File: config.mk
export PLATFORM = sky130hd
export DESIGN_NAME = mem_stage_flat
export DESIGN_NICKNAME = d
export VERILOG_FILES = /design/src/rtl/mem_stage_if.sv /design/src/rtl/mem_stage.sv /design/src/flat_wrapper.sv
export SDC_FILE = /design/constraint.sdc
export NUM_CORES = 1
export LEC_CHECK = 0
export CORE_UTILIZATION = 40
export CTS_CLUSTER_SIZE = 24
export DETAILED_ROUTE_END_ITERATION = 10
export HOLD_SLACK_MARGIN = 0.1
export PLACE_DENSITY = 0.9
export SYNTH_ARGS = -nofsm -noshare
export SYNTH_HDL_FRONTEND = slang
export SYNTH_SLANG_ARGS = --single-unit
File: constraint.sdc
create_clock -name clk -period 4.65 [get_ports clk]
set_clock_uncertainty 0.15 [all_clocks]
set_input_delay 0.6975 -clock clk [delete_from_list [all_inputs] [get_ports clk]]
set_output_delay 0.6975 -clock clk [all_outputs]
set_load 0.02 [all_outputs]
File: src/rtl/mem_stage_if.sv
// rtl/mem_stage_if.sv - SRAM bus between the memory stage and the external SRAM controller
interface mem_stage_if #(
  parameter int SRAM_AW = 16
);
  logic [SRAM_AW-1:0] sram_addr;
  logic [31:0]        sram_wdata;
  logic [31:0]        sram_rdata;
  logic               sram_we_n;
  logic               sram_oe_n;

  modport master (
    output sram_addr,
    output sram_wdata,
    output sram_we_n,
    output sram_oe_n,
    input  sram_rdata
  );

  modport slave (
    input  sram_addr,
    input  sram_wdata,
    input  sram_we_n,
    input  sram_oe_n,
    output sram_rdata
  );
endinterface

File: src/rtl/mem_stage.sv
// rtl/mem_stage.sv - pipeline memory stage: multi-cycle SRAM access FSM plus MEM/WB register
module mem_stage #(
  parameter int ADDR_BASE   = 1024,
  parameter int SRAM_AW     = 16,
  parameter int WAIT_CYCLES = 4
) (
  input  logic        clk,
  input  logic        rst,
  input  logic [31:0] alu_result_in,
  input  logic [31:0] val_rm_in,
  input  logic        mem_read_in,
  input  logic        mem_write_in,
  input  logic        wb_enable_in,
  input  logic [3:0]  dest_reg_in,
  output logic        ready,
  mem_stage_if.master sram,
  output logic        wb_en_out,
  output logic        mem_read_out,
  output logic [3:0]  dest_out,
  output logic [31:0] alu_result_out,
  output logic [31:0] mem_data_out
);

  localparam int               CNT_W = $clog2(WAIT_CYCLES) + 1;
  localparam logic [CNT_W-1:0] LAST  = CNT_W'(WAIT_CYCLES - 1);

  typedef enum logic [1:0] {IDLE, ACCESS, DONE} state_t;

  state_t           state;
  state_t           state_nxt;
  logic [CNT_W-1:0] cnt;
  logic [31:0]      load_data;
  logic             mem_req;
  logic             is_load;
  logic             we_n;
  logic             oe_n;

  assign mem_req = mem_read_in | mem_write_in;
  // A simultaneous read and write request is handled purely as a store.
  assign is_load = mem_read_in & ~mem_write_in;

  assign sram.sram_addr  = SRAM_AW'((alu_result_in - $unsigned(32'(ADDR_BASE))) >> 2);
  assign sram.sram_wdata = val_rm_in;
  assign sram.sram_we_n  = we_n;
  assign sram.sram_oe_n  = oe_n;

  always_ff @(posedge clk or posedge rst) begin
    if (rst) state <= IDLE;
    else     state <= state_nxt;
  end

  // Strobes decode only the registered state, so they cannot pulse outside ACCESS.
  always_comb begin
    state_nxt = state;
    ready     = 1'b1;
    we_n      = 1'b1;
    oe_n      = 1'b1;
    case (state)
      IDLE: begin
        if (mem_req) begin
          ready     = 1'b0;
          state_nxt = ACCESS;
        end
      end
      ACCESS: begin
        ready = 1'b0;
        if (mem_write_in) we_n = 1'b0;
        else              oe_n = 1'b0;
        if (cnt == LAST) state_nxt = DONE;
      end
      DONE:    state_nxt = IDLE;
      default: state_nxt = IDLE;
    endcase
  end

  always_ff @(posedge clk or posedge rst) begin
    if (rst)                  cnt <= '0;
    else if (state == IDLE)   cnt <= '0;
    else if (state == ACCESS) cnt <= cnt + 1'b1;
  end

  always_ff @(posedge clk or posedge rst) begin
    if (rst) load_data <= '0;
    else if (state == ACCESS && cnt == LAST && is_load) load_data <= sram.sram_rdata;
  end

  // While stalled, inject a bubble; payload fields hold their last value.
  always_ff @(posedge clk or posedge rst) begin
    if (rst) begin
      wb_en_out      <= 1'b0;
      mem_read_out   <= 1'b0;
      dest_out       <= '0;
      alu_result_out <= '0;
      mem_data_out   <= '0;
    end else if (ready) begin
      wb_en_out      <= wb_enable_in;
      mem_read_out   <= mem_read_in;
      dest_out       <= dest_reg_in;
      alu_result_out <= alu_result_in;
      mem_data_out   <= load_data;
    end else begin
      wb_en_out      <= 1'b0;
      mem_read_out   <= 1'b0;
    end
  end

endmodule

File: src/flat_wrapper.sv
// flat-port wrapper written by rule: the top's interface ports become plain ports
module mem_stage_flat 
#(
  parameter int ADDR_BASE   = 1024,
  parameter int SRAM_AW     = 16,
  parameter int WAIT_CYCLES = 4
)
  (clk, rst, alu_result_in, val_rm_in, mem_read_in, mem_write_in, wb_enable_in, dest_reg_in, ready, wb_en_out, mem_read_out, dest_out, alu_result_out, mem_data_out, sram_sram_addr, sram_sram_wdata, sram_sram_we_n, sram_sram_oe_n, sram_sram_rdata);
  mem_stage_if #(.SRAM_AW(SRAM_AW)) sram_i ();
  input  logic clk;
  input  logic rst;
  input  logic [31:0] alu_result_in;
  input  logic [31:0] val_rm_in;
  input  logic mem_read_in;
  input  logic mem_write_in;
  input  logic wb_enable_in;
  input  logic [3:0] dest_reg_in;
  output logic ready;
  output logic wb_en_out;
  output logic mem_read_out;
  output logic [3:0] dest_out;
  output logic [31:0] alu_result_out;
  output logic [31:0] mem_data_out;
  output wire logic [$bits(sram_i.sram_addr)-1:0] sram_sram_addr;
  output wire logic [$bits(sram_i.sram_wdata)-1:0] sram_sram_wdata;
  output wire logic [$bits(sram_i.sram_we_n)-1:0] sram_sram_we_n;
  output wire logic [$bits(sram_i.sram_oe_n)-1:0] sram_sram_oe_n;
  input wire logic [$bits(sram_i.sram_rdata)-1:0] sram_sram_rdata;
  assign sram_sram_addr = sram_i.sram_addr;
  assign sram_sram_wdata = sram_i.sram_wdata;
  assign sram_sram_we_n = sram_i.sram_we_n;
  assign sram_sram_oe_n = sram_i.sram_oe_n;
  assign sram_i.sram_rdata = sram_sram_rdata;
  mem_stage #(.ADDR_BASE(ADDR_BASE), .SRAM_AW(SRAM_AW), .WAIT_CYCLES(WAIT_CYCLES)) u_core (.clk(clk), .rst(rst), .alu_result_in(alu_result_in), .val_rm_in(val_rm_in), .mem_read_in(mem_read_in), .mem_write_in(mem_write_in), .wb_enable_in(wb_enable_in), .dest_reg_in(dest_reg_in), .ready(ready), .sram(sram_i), .wb_en_out(wb_en_out), .mem_read_out(mem_read_out), .dest_out(dest_out), .alu_result_out(alu_result_out), .mem_data_out(mem_data_out));
endmodule
# Word level (Yosys, flattened, before mapping)
# Index checks and enable logic that the tools add are counted.
[totals]
register_bits = 107
in_bits = 105
out_inout_bits = 121
word_cells = 35
[classes]
addsub = 2
n_eq_ne = 4
muxes = 13
bitwise_logic = 3
reduce_logical = 5
[op_table]
columns = ["cell", "n"]
rows = [
  ["$sub A18 B11 Y18 const B", 1],
  ["$mux W1", 7],
  ["$mux W3", 2],
  ["$mux W2", 2],
  ["$ne A2 B1 Y1 const B", 2],
  ["$pmux W2 S2", 1],
  ["$add A3 B1 Y3 const B", 1],
  ["$eq A3 B2 Y1 const B", 1],
  ["$eq A2 B1 Y1 const B", 1],
  ["$logic_and A1 B1 Y1", 2],
  ["$logic_not A2 Y1", 1],
  ["$pmux W1 S2", 1],
  ["$reduce_and A2 Y1", 1],
  ["$reduce_bool A2 Y1", 1],
  ["$and A1 B1 Y1", 1],
  ["$not A1 Y1", 1],
  ["$or A1 B1 Y1", 1],
]

# Depth between registers and ports, before layout
# Gate-level depths: netlist of run 1.
[logic_depth]
ltp_word = 4
ltp_mapped = 6
depth_no_buf = 5

# Worst setup path before layout of run 1
# OpenSTA, ideal clock, no wires.
[synth_timing]
path_type = "input port to output port"
from = "input alu_result_in[10]"
to = "output sram_sram_addr[12]"
t_arrival_ns = 1.809
slack_ns = 1.994
cell_stages = 5
n_path_buf = 0
cell_sequence = "inv_1 -> ha_1 -> inv_1 -> or3_1 -> xnor2_1"
[synth_via]
elab_chain_len = 1
[synth_rtl]
columns = ["item", "line_no", "text"]
rows = [
  ["start: declaration", "flat_wrapper.sv:12", "input logic [31:0] alu_result_in;"],
  ["$sub A18 B11 Y18", "mem_stage.sv:42", "assign sram.sram_addr = SRAM_AW'((alu_result_in - $unsigned(32'(ADDR_BASE))) >> 2);"],
  ["end: declaration", "flat_wrapper.sv:24", "output wire logic [$bits(sram_i.sram_addr)-1:0] sram_sram_addr;"],
]
# No other way between the ends.

# Final worst setup path of run 1
[layout_timing]
from = "input alu_result_in[12]"
to = "output sram_sram_addr[15]"
# The elaborated chain is that of the path after synthesis.

==> summary.txt, run 1 <==
Drt
  • Final WL: 9263 um
  • First-pass DRT Iterations: 4
  • WL/cell: 16.42 um
  • Post-DRT Antenna Nets: 0
  • DR iter-0 viols: 90
  • Remaining DRCs: 0
  • Vias/cell: 4.784
  • Routed via count: 2698

Die
  • Die X: 109.1 um
  • Core area: 11030 um2
  • Initial core utilization: 41.63%
  • I/O Pins: 226
  • Die area: 11910 um2
  • # rows: 38
  • Height of the die: 109.1 um

Final layout
  • Layout cells sized above 1: 28.07%
  • Area Growth Syn to Fin: 36.62%
  • Antenna cells: 0
  • Nets@finish: 528
  • Final Non-Filler Cells: 564

Timing
  • Final period util: 78.17%
  • Fin. Hold Viols: 0
  • Setup-failing EPs final: 0
  • Max-slew violations: 0
  • Worst Max-Slew Pin Slew: 0.9049 ns
  • Relative slew slack: 39.67%
  • TNS Setup: 0 ns
  • RSZ-0062 raised after global routing: false
  • Tmin final: 3.635 ns
  • Final worst slack: 1.015 ns
  • Fmax: 275.1 MHz
  • Worst Hold Margin: 0.3411 ns

Placed design
  • Placed Cells incl. Taps: 549
  • Worst slack, placed: 0.9960 ns
  • Gpl congestion: 0.7595
  • Port bufs: 161
  • DP Wirelength: 6562 um

Power and ir drop
  • Internal power: 2.851 mW
  • Static Leak: 2.758 nW
  • Pwr dens: 673.7 nW/um2
  • Sequential cell fraction of total power: 37.9%
  • Worst vdd ir: 0.3633 mV
  • Sw frac: 32.54%
  • Comb power frac: 45.4%
  • Clock power share: 16.7%
  • Psw: 1.375 mW
  • Pwr Total: 4.227 mW

Global route
  • All-Layer GR Usage: 16.05%
  • Grt total ovfl: 0
  • Vias in the first global route: 2936
  • Largest net degree at the start of global routing: 69
  • Initial antenna violation count: 0
  • First-pass GRT wire length: 14310 um

Synthesis
  • Post-synth top cells: dfrtp_1, mux2_2, buf_4, mux2_4, mux2_1
  • Asr flop ratio synth: 100.0%
  • Mean Syn Cell Area: 15.57 um2
  • Yosys synthesis warning count: 0
  • Synth Register Bits: 107
  • Post-synth EDFFs: 0
  • Synth unique cells: 27
  • Area contributors post-synth: dfrtp_1, mux2_2, mux2_4, buf_4, mux2_1
  • Synthesized area: 4592 um2
  • Post-synth top area share: 58.31%
  • Largest area contributor in the netlist: dfrtp_1
  • Top_reg_cell synth: dfrtp_1
  • Register area share after synthesis: 58.31%
  • Count leader, synth: dfrtp_1
  • Net Count, Synth: 403
  • Cells after synthesis: 295

Critical path
  • Worst R2R End: u_core.load_data[31]$_DFFE_PP0P_
  • Setup CP Type: input port to primary output
  • Critical path endpoint: sram_sram_addr[15]
  • Worst-path fanout max: 6
  • Internal reg-to-reg setup slack: 2.16 ns
  • Critical path launch point type: input port
  • Cells on worst reg2reg path: 4
  • CP Data Arrival Time: 2.79 ns
  • Worst flop-to-flop path startpoint: u_core.state[1]$_DFFE_PP0P_
  • Critical path startpoint: alu_result_in[12]
  • CP endpoint kind: primary output
  • Crit path required time: 3.80 ns

Clock tree
  • CTS clock-pin slew for the worst setup and hold paths: 0.07 ns
  • Clock latency on the worst-skew pair: 0.35 ns
  • CTS sink cnt: 107
  • CTS Buffer Depth: 2
  • Clock Tree Root: clkbuf_16
  • Postcts setup bufs: 0
  • Cts hold-fix bufs: 0
  • CTS tree: yes
  • CTS buffer count: 9
  • H-tree depth: 3
  • Resized cells post-CTS: 0

Run status
  • Status: complete, no violations

Hold path
  • Hold Path Class: flip-flop to flip-flop

Job
  • Max-Cap Viols: 0
## sequential cells by signal, summed over array words and instances (netlist names)
signal	count
u_core.wb_en_out	1
u_core.alu_result_out	32
u_core.mem_read_out	1
u_core.mem_data_out	32
u_core.dest_out	4
u_core.load_data	32
u_core.state	2
u_core.cnt	3
## power groups by stage
stage	clock (mW)	combinational, mW	sequential (mW)
after global routing	0.762	2.04	1.66
final	0.705	1.92	1.60
after CTS	0.727	1.95	1.61
after global placement	0	1.89	1.59
after detailed placement	0	1.93	1.62
after floorplan	0	0.831	1.93
## critical path: stages
cell and delay (ns):
clkdlybuf4s50_1 0.49, or4_1 0.59, nor4_2 0.18, xor2_1 0.19, clkdlybuf4s50_1 0.62
## logic make-up (layout without fill, tap and decap cells)
kind of cell               after synthesis  in the layout  share of synthesized area, %
buffers and inverters                   58            187                         9.564
DFF                                    107            107                         58.31
xor gates and xnor gates                 5              5                        0.9536
muxes                                  101            101                         27.22
AOI/OAI and AO/OA                        4              4                        0.7084
and+or+nand+nor                         17             17                         2.425
adders and majority gates                3              3                        0.8175
## layout by cell type, fill, tap and decap left out, drive strengths merged, types with 2 or more instances in the layout
| cell type | instances |
|---|---|
| and2 | 3 |
| inv | 8 |
| mux2 | 101 |
| nor2 | 4 |
| clkbuf | 11 |
| xor2 | 4 |
| buf | 4 |
| clkinv | 2 |
| a22o | 2 |
| ha | 3 |
| clkdlybuf4s50 | 161 |
| dfrtp | 107 |
| or4 | 2 |
| nand2 | 2 |
## per-stage QoR
step | utilization [%] | area (um2)
floorplan | - | 4592
global placement | 54.44 | 6005
detailed placement | 54.44 | 6005
CTS | 56.87 | 6274
global route | 56.87 | 6274
finish | 56.87 | 6274
## how the worst min path moves through the flow
stage / to / start / slack [ns] / cells past startpoint
global route: u_core.state[0]$_DFFE_PP0P_ / u_core.state[0]$_DFFE_PP0P_ / 0.36 / 1
CTS: u_core.state[0]$_DFFE_PP0P_ / u_core.state[0]$_DFFE_PP0P_ / 0.34 / 1
finish: u_core.alu_result_out[16]$_DFFE_PP0N_ / u_core.alu_result_out[16]$_DFFE_PP0N_ / 0.34 / 1
global placement: u_core.alu_result_out[9]$_DFFE_PP0N_ / u_core.alu_result_out[9]$_DFFE_PP0N_ / 0.33 / 1
detailed placement: u_core.alu_result_out[17]$_DFFE_PP0N_ / u_core.alu_result_out[17]$_DFFE_PP0N_ / 0.33 / 1
floorplan: u_core.state[0]$_DFFE_PP0P_ / u_core.state[0]$_DFFE_PP0P_ / 0.31 / 1
## routing by layer
layer  vias to the layer above  GRT usage (%)  share of wire [%]
met3                        20          5.439                5.9
li1                       1217              -                  -
met4                         0          7.625                2.4
met1                      1346          18.51                 40
met2                       115          26.68                 52
met5                         -              0                  0
## final cells by class
type	instances	area [um2]
sequential	107	2678
timing repair buffer	165	1642
inverter	7	28.78
clock inverter	4	26.28
tap	140	175.2
clock buffer	11	242.7
multi-input combinational	130	1481
fill	871	4757
(Power assumes the default switching activity.)
==> run 2, diff against run 1 <==
- CORE_UTILIZATION: 40 -> 37
- PLACE_DENSITY: 0.9 -> 0.87
- clock period: 4.65 -> 2.91 ns (I/O delays scaled with it)
==> run 2 against run 1 <==
Against the previous run: first-iteration DRC count up 34%; routed wire length up 0.55%; critical endpoint unchanged; largest cell class unchanged; sequential power is 59% higher; die area grew 7.9%; total power up 59%; largest power group unchanged; critical path depth unchanged; sequential share of layout area fell by 0.60 points; critical path type unchanged; clock-buffer cell count fell by 1; register-to-register slack worse by 1.3 ns; final cell count grew 5.9%; setup slack lost 0.91 ns; via count increased by 1.1%.
==> summary.txt, run 2 (synthesis results as in run 1) <==
Run status
  • Status: complete, no violations

Die
  • Core area: 12060 um2
  • I/O Pins: 226
  • Die X: 113.4 um
  • Height of the die: 113.4 um
  • Die area: 12860 um2
  • Initial core utilization: 38.07%
  • # rows: 40

Global route
  • Largest net degree at the start of global routing: 69
  • All-Layer GR Usage: 15.00%
  • Vias in the first global route: 2971
  • First-pass GRT wire length: 14890 um
  • Initial antenna violation count: 0
  • Grt total ovfl: 0

Drt
  • Vias/cell: 4.568
  • Routed via count: 2727
  • First-pass DRT Iterations: 4
  • WL/cell: 15.60 um
  • DR iter-0 viols: 121
  • Post-DRT Antenna Nets: 0
  • Final WL: 9314 um
  • Remaining DRCs: 0

Critical path
  • Worst flop-to-flop path startpoint: u_core.state[1]$_DFFE_PP0P_
  • CP bufs+invs: 2
  • Setup CP Type: input port to primary output
  • Critical path cell sequence: clkdlybuf4s50_1, or4_1, nor4_2, xor2_1, dlygate4sd2_1
  • Top delay family on crit path: buffers and inverters
  • Critical Path Max Stage Delay: 0.60 ns
  • Crit path required time: 2.32 ns
  • Critical path startpoint: alu_result_in[12]
  • CP endpoint kind: primary output
  • CP Data Arrival Time: 2.22 ns
  • Worst-path fanout max: 4
  • CP max stage cell: or4_1
  • Critical path launch point type: input port

Placed design
  • Port bufs: 161
  • DP Wirelength: 6641 um
  • Worst slack, placed: -0.1823 ns
  • Placed Cells incl. Taps: 583
  • Gpl congestion: 0.8401

Clock tree
  • CTS clock-pin slew for the worst setup and hold paths: 0.06 ns
  • CTS sink cnt: 107
  • CTS buffer count: 9
  • Cts hold-fix bufs: 0
  • CTS tree: yes
  • H-tree depth: 3
  • Clock Tree Root: clkbuf_16
  • Postcts setup bufs: 0
  • Clock latency on the worst-skew pair: 0.34 ns
  • Resized cells post-CTS: 4
  • CTS Buffer Depth: 2

Final layout
  • Most frequent cells in the layout: clkdlybuf4s50_1, dfrtp_1, mux2_2, mux2_4
  • Core Util, Final: 52.76%
  • Layout cells sized above 1: 28.90%
  • Final Non-Filler Cells: 597
  • Nets@finish: 534
  • Area Growth Syn to Fin: 38.58%
  • Antenna cells: 0
  • Most common cell after layout, fill and taps aside: clkdlybuf4s50_1
  • Largest registers: u_core.alu_result_out x32, u_core.load_data x32, u_core.mem_data_out x32

Hold path
  • Hold Path Class: flip-flop to flip-flop
  • Min-delay src: u_core.alu_result_out[10]$_DFFE_PP0N_

Timing
  • Tmin final: 2.806 ns
  • Fin. Hold Viols: 0
  • Fmax: 356.3 MHz
  • TNS Setup: 0 ns
  • Setup-failing EPs final: 0
  • Final worst slack: 0.1035 ns
  • Relative slew slack: 39.08%
  • Worst Max-Slew Pin Slew: 0.9138 ns
  • Max-slew violations: 0
  • Final period util: 96.44%
  • RSZ-0062 raised after global routing: false

Job
  • Max-Cap Viols: 0

Power and ir drop
  • Worst vdd ir: 0.5143 mV
  • Pwr dens: 1057 nW/um2
  • Pwr Total: 6.726 mW
  • Static Leak: 2.784 nW
-- run 2: cell types whose count changed in the layout (fill, tap and decap cells not counted) --
cell / delta
clkbuf_8: -1
clkdlybuf4s50_1: -4
buf_12: +2
clkinv_2: -1
buf_4: +4
dlygate4sd2_1: +4
clkinvlp_4: +2
inv_4: -1
-- run 2: metrics by stage --
step | area [um2] | hold WS (ns)
2_1_floorplan | 4596 | 0.3078
3_3_place_gp | 6111 | 0.3268
3_5_place_dp | 6111 | 0.3345
4_1_cts | 6364 | 0.3487
5_1_grt | 6364 | 0.3638
6_report | 6364 | 0.3438
-- run 2: routing by layer --
metal	up-vias	GRT usage, %	part of all wire [%]
met5	-	0	0
met4	0	7.544	2.9
met3	27	4.410	5.3
met2	95	25.85	52
met1	1374	16.98	40
li1	1231	-	-
-- run 2: where the power goes --
group | switching, mW | internal [mW] | total [mW] | leakage, nW
sequential | 0.356 | 2.20 | 2.55 | 1.32
combinational | 1.31 | 1.76 | 3.07 | 1.34
clock | 0.526 | 0.573 | 1.10 | 0.121
total | 2.19 | 4.54 | 6.73 | 2.78
-- run 2: worst register-to-register path, stage by stage, from the launching register on --
cell	delay, ns
dfrtp_1	0.47
nor2_4	0.14
buf_4	0.68
mux2_2	0.51
-- run 2: worst paths after layout --
path	cells after the start	endpoint	slack [ns]
min in group asynchronous	3	u_core.alu_result_out[22]$_DFFE_PP0N_	0.39
max in group asynchronous	3	u_core.alu_result_out[9]$_DFFE_PP0N_	1.79
worst max register to register	3	u_core.alu_result_out[7]$_DFFE_PP0N_	0.84
worst max-delay path	5	sram_sram_addr[15]	0.10
worst min-delay path	1	u_core.alu_result_out[10]$_DFFE_PP0N_	0.34
worst min register to register	1	u_core.alu_result_out[10]$_DFFE_PP0N_	0.34
-- run 2: layout make-up --
type,instances,area [um2]
tap,168,210.2
multi-input combinational,130,1481
inverter,7,30.03
clock inverter,4,28.78
clock buffer,10,229.0
fill,996,5698
sequential,107,2678
timing repair buffer,171,1707
==> run 3, diff against run 2 <==
- CORE_UTILIZATION: 37 -> 40
- DONT_BUFFER_PORTS: default -> 1
- PLACE_DENSITY: 0.87 -> 0.66
==> run 3 against run 2 <==
Against the previous run: first-iteration DRC count fell by 53%; total power fell by 11%; via count fell by 13%; non-clock buffer count fell by 94; design area fell by 14%.
==> summary.txt, run 3 (synthesis results as in run 1) <==
Job
  • Max-Cap Viols: 0

Critical path
  • Setup CP Type: input port to primary output
  • CP bufs+invs: 2
  • CP max stage cell: xnor2_1
  • CP Data Arrival Time: 1.61 ns
  • CP endpoint kind: primary output
  • Critical Path Max Stage Delay: 0.42 ns
  • Crit path required time: 2.32 ns
  • Critical path cell sequence: inv_1, ha_1, inv_1, or3_1, xnor2_1
  • Worst-path fanout max: 5
  • Cell mode on critical path: inv_1
  • Critical path launch point type: input port
  • Top delay family on crit path: XOR/XNOR gates

Drt
  • Remaining DRCs: 0
  • WL/cell: 17.34 um
  • Post-DRT Antenna Nets: 0
  • Vias/cell: 4.958
  • Routed via count: 2365
  • Final WL: 8270 um
  • First-pass DRT Iterations: 4
  • DR iter-0 viols: 57

Power and ir drop
  • Static Leak: 2.472 nW
  • Worst vdd ir: 0.6076 mV
  • Pwr Total: 5.978 mW
  • Pwr dens: 1095 nW/um2

Clock tree
  • H-tree depth: 3
  • Clock Tree Root: clkbuf_16
  • CTS clock-pin slew for the worst setup and hold paths: 0.07 ns
  • Clock latency on the worst-skew pair: 0.35 ns
  • CTS buffer count: 9
  • Resized cells post-CTS: 0
  • CTS tree: yes
  • Postcts setup bufs: 0
  • CTS Buffer Depth: 2
  • CTS sink cnt: 107

Final layout
  • Layout cells sized above 1: 35.91%
  • Seq. cell area: 2678 um2
  • Largest registers: u_core.alu_result_out x32, u_core.load_data x32, u_core.mem_data_out x32
  • Area Growth Syn to Fin: 18.94%
  • Nets@finish: 440
  • Antenna cells: 0
  • Core Util, Final: 49.51%
  • Most common cell after layout, fill and taps aside: dfrtp_1
  • Fillers: 917
  • Post-route cell area: 5461 um2
  • Final Non-Filler Cells: 477
  • Most frequent cells in the layout: dfrtp_1, dlygate4sd3_1, mux2_2, mux2_4
  • Multi-input gate area: 1481 um2

Placed design
  • Gpl congestion: 0.6610
  • Post-DP Area: 4422 um2
  • DP Wirelength: 5098 um
  • Port bufs: 0
  • Placed Cells incl. Taps: 390
  • Worst slack, placed: 0.7174 ns

Timing
  • Final period util: 75.60%
  • Tmin final: 2.200 ns
  • TNS Setup: 0 ns
  • Fmax: 454.5 MHz
  • Final worst slack: 0.7100 ns
  • RSZ-0062 raised after global routing: false
  • Fin. Hold Viols: 0
  • Max-slew violations: 0
  • Worst Max-Slew Pin Slew: 0.5454 ns
  • Worst Hold Margin: 0.3522 ns
  • Setup-failing EPs final: 0
  • Relative slew slack: 63.64%

Die
  • Initial core utilization: 41.63%
  • Die X: 109.1 um
  • Die area: 11910 um2
  • # rows: 38
  • Height of the die: 109.1 um
  • I/O Pins: 226
  • Core area: 11030 um2

Global route
  • Grt total ovfl: 0
  • First-pass GRT wire length: 12790 um
  • Initial antenna violation count: 0
  • Vias in the first global route: 2628
  • Largest net degree at the start of global routing: 108
  • All-Layer GR Usage: 14.36%

Hold path
  • Hold Path Class: flip-flop to flip-flop

Run status
  • Status: complete, no violations
-- run 3: cell types whose count changed in the layout (fill, tap and decap cells not counted), moves of 2 or more --
| cell | delta |
|---|---|
| buf_4 | -3 |
| bufinv_16 | +2 |
| clkbuf_8 | +2 |
| clkdlybuf4s50_1 | -157 |
| clkinvlp_4 | -2 |
| dlygate4sd2_1 | -4 |
| dlygate4sd3_1 | +71 |
-- run 3: repair_timing --
| action | in CTS | in global routing |
|---|---|---|
| endpoints found under the setup margin | 0 | 0 |
| hold buffers | 71 | 0 |
| endpoints found under the hold margin | 177 | 0 |
-- run 3: final cells by class --
class	instances	area share (%)
timing repair buffer	77	14.07
multi-input combinational	130	27.12
clock buffer	13	4.765
tap	140	3.207
clock inverter	3	1.260
inverter	7	0.5498
sequential	107	49.03
-- run 3: power by group --
part / internal, mW / total, mW / switching, mW
clock network: 0.805 / 1.31 / 0.506
registers: 2.20 / 3.21 / 1.02
logic: 0.956 / 1.45 / 0.497
total: 3.96 / 5.98 / 2.02
-- run 3: routing by layer --
metal	GRT usage (%)	vias up	routed length (um)
li1	-	1042	-
met1	14.74	1188	3123
met2	24.62	108	4270
met3	7.352	27	730
met4	5.792	0	145
met5	0	-	0
-- run 3: worst paths after layout --
| check | from | endpoint | slack [ns] | cells past startpoint |
|---|---|---|---|---|
| min in group asynchronous | rst | u_core.dest_out[3]$_DFFE_PP0N_ | 0.61 | 3 |
| max | alu_result_in[10] | sram_sram_addr[12] | 0.71 | 5 |
| min | u_core.load_data[28]$_DFFE_PP0P_ | u_core.load_data[28]$_DFFE_PP0P_ | 0.35 | 1 |
| max reg2reg | u_core.state[1]$_DFFE_PP0P_ | u_core.load_data[12]$_DFFE_PP0P_ | 0.96 | 4 |
| min reg2reg | u_core.load_data[28]$_DFFE_PP0P_ | u_core.load_data[28]$_DFFE_PP0P_ | 0.35 | 1 |
| max in group asynchronous | rst | u_core.mem_data_out[10]$_DFFE_PP0N_ | 1.59 | 3 |
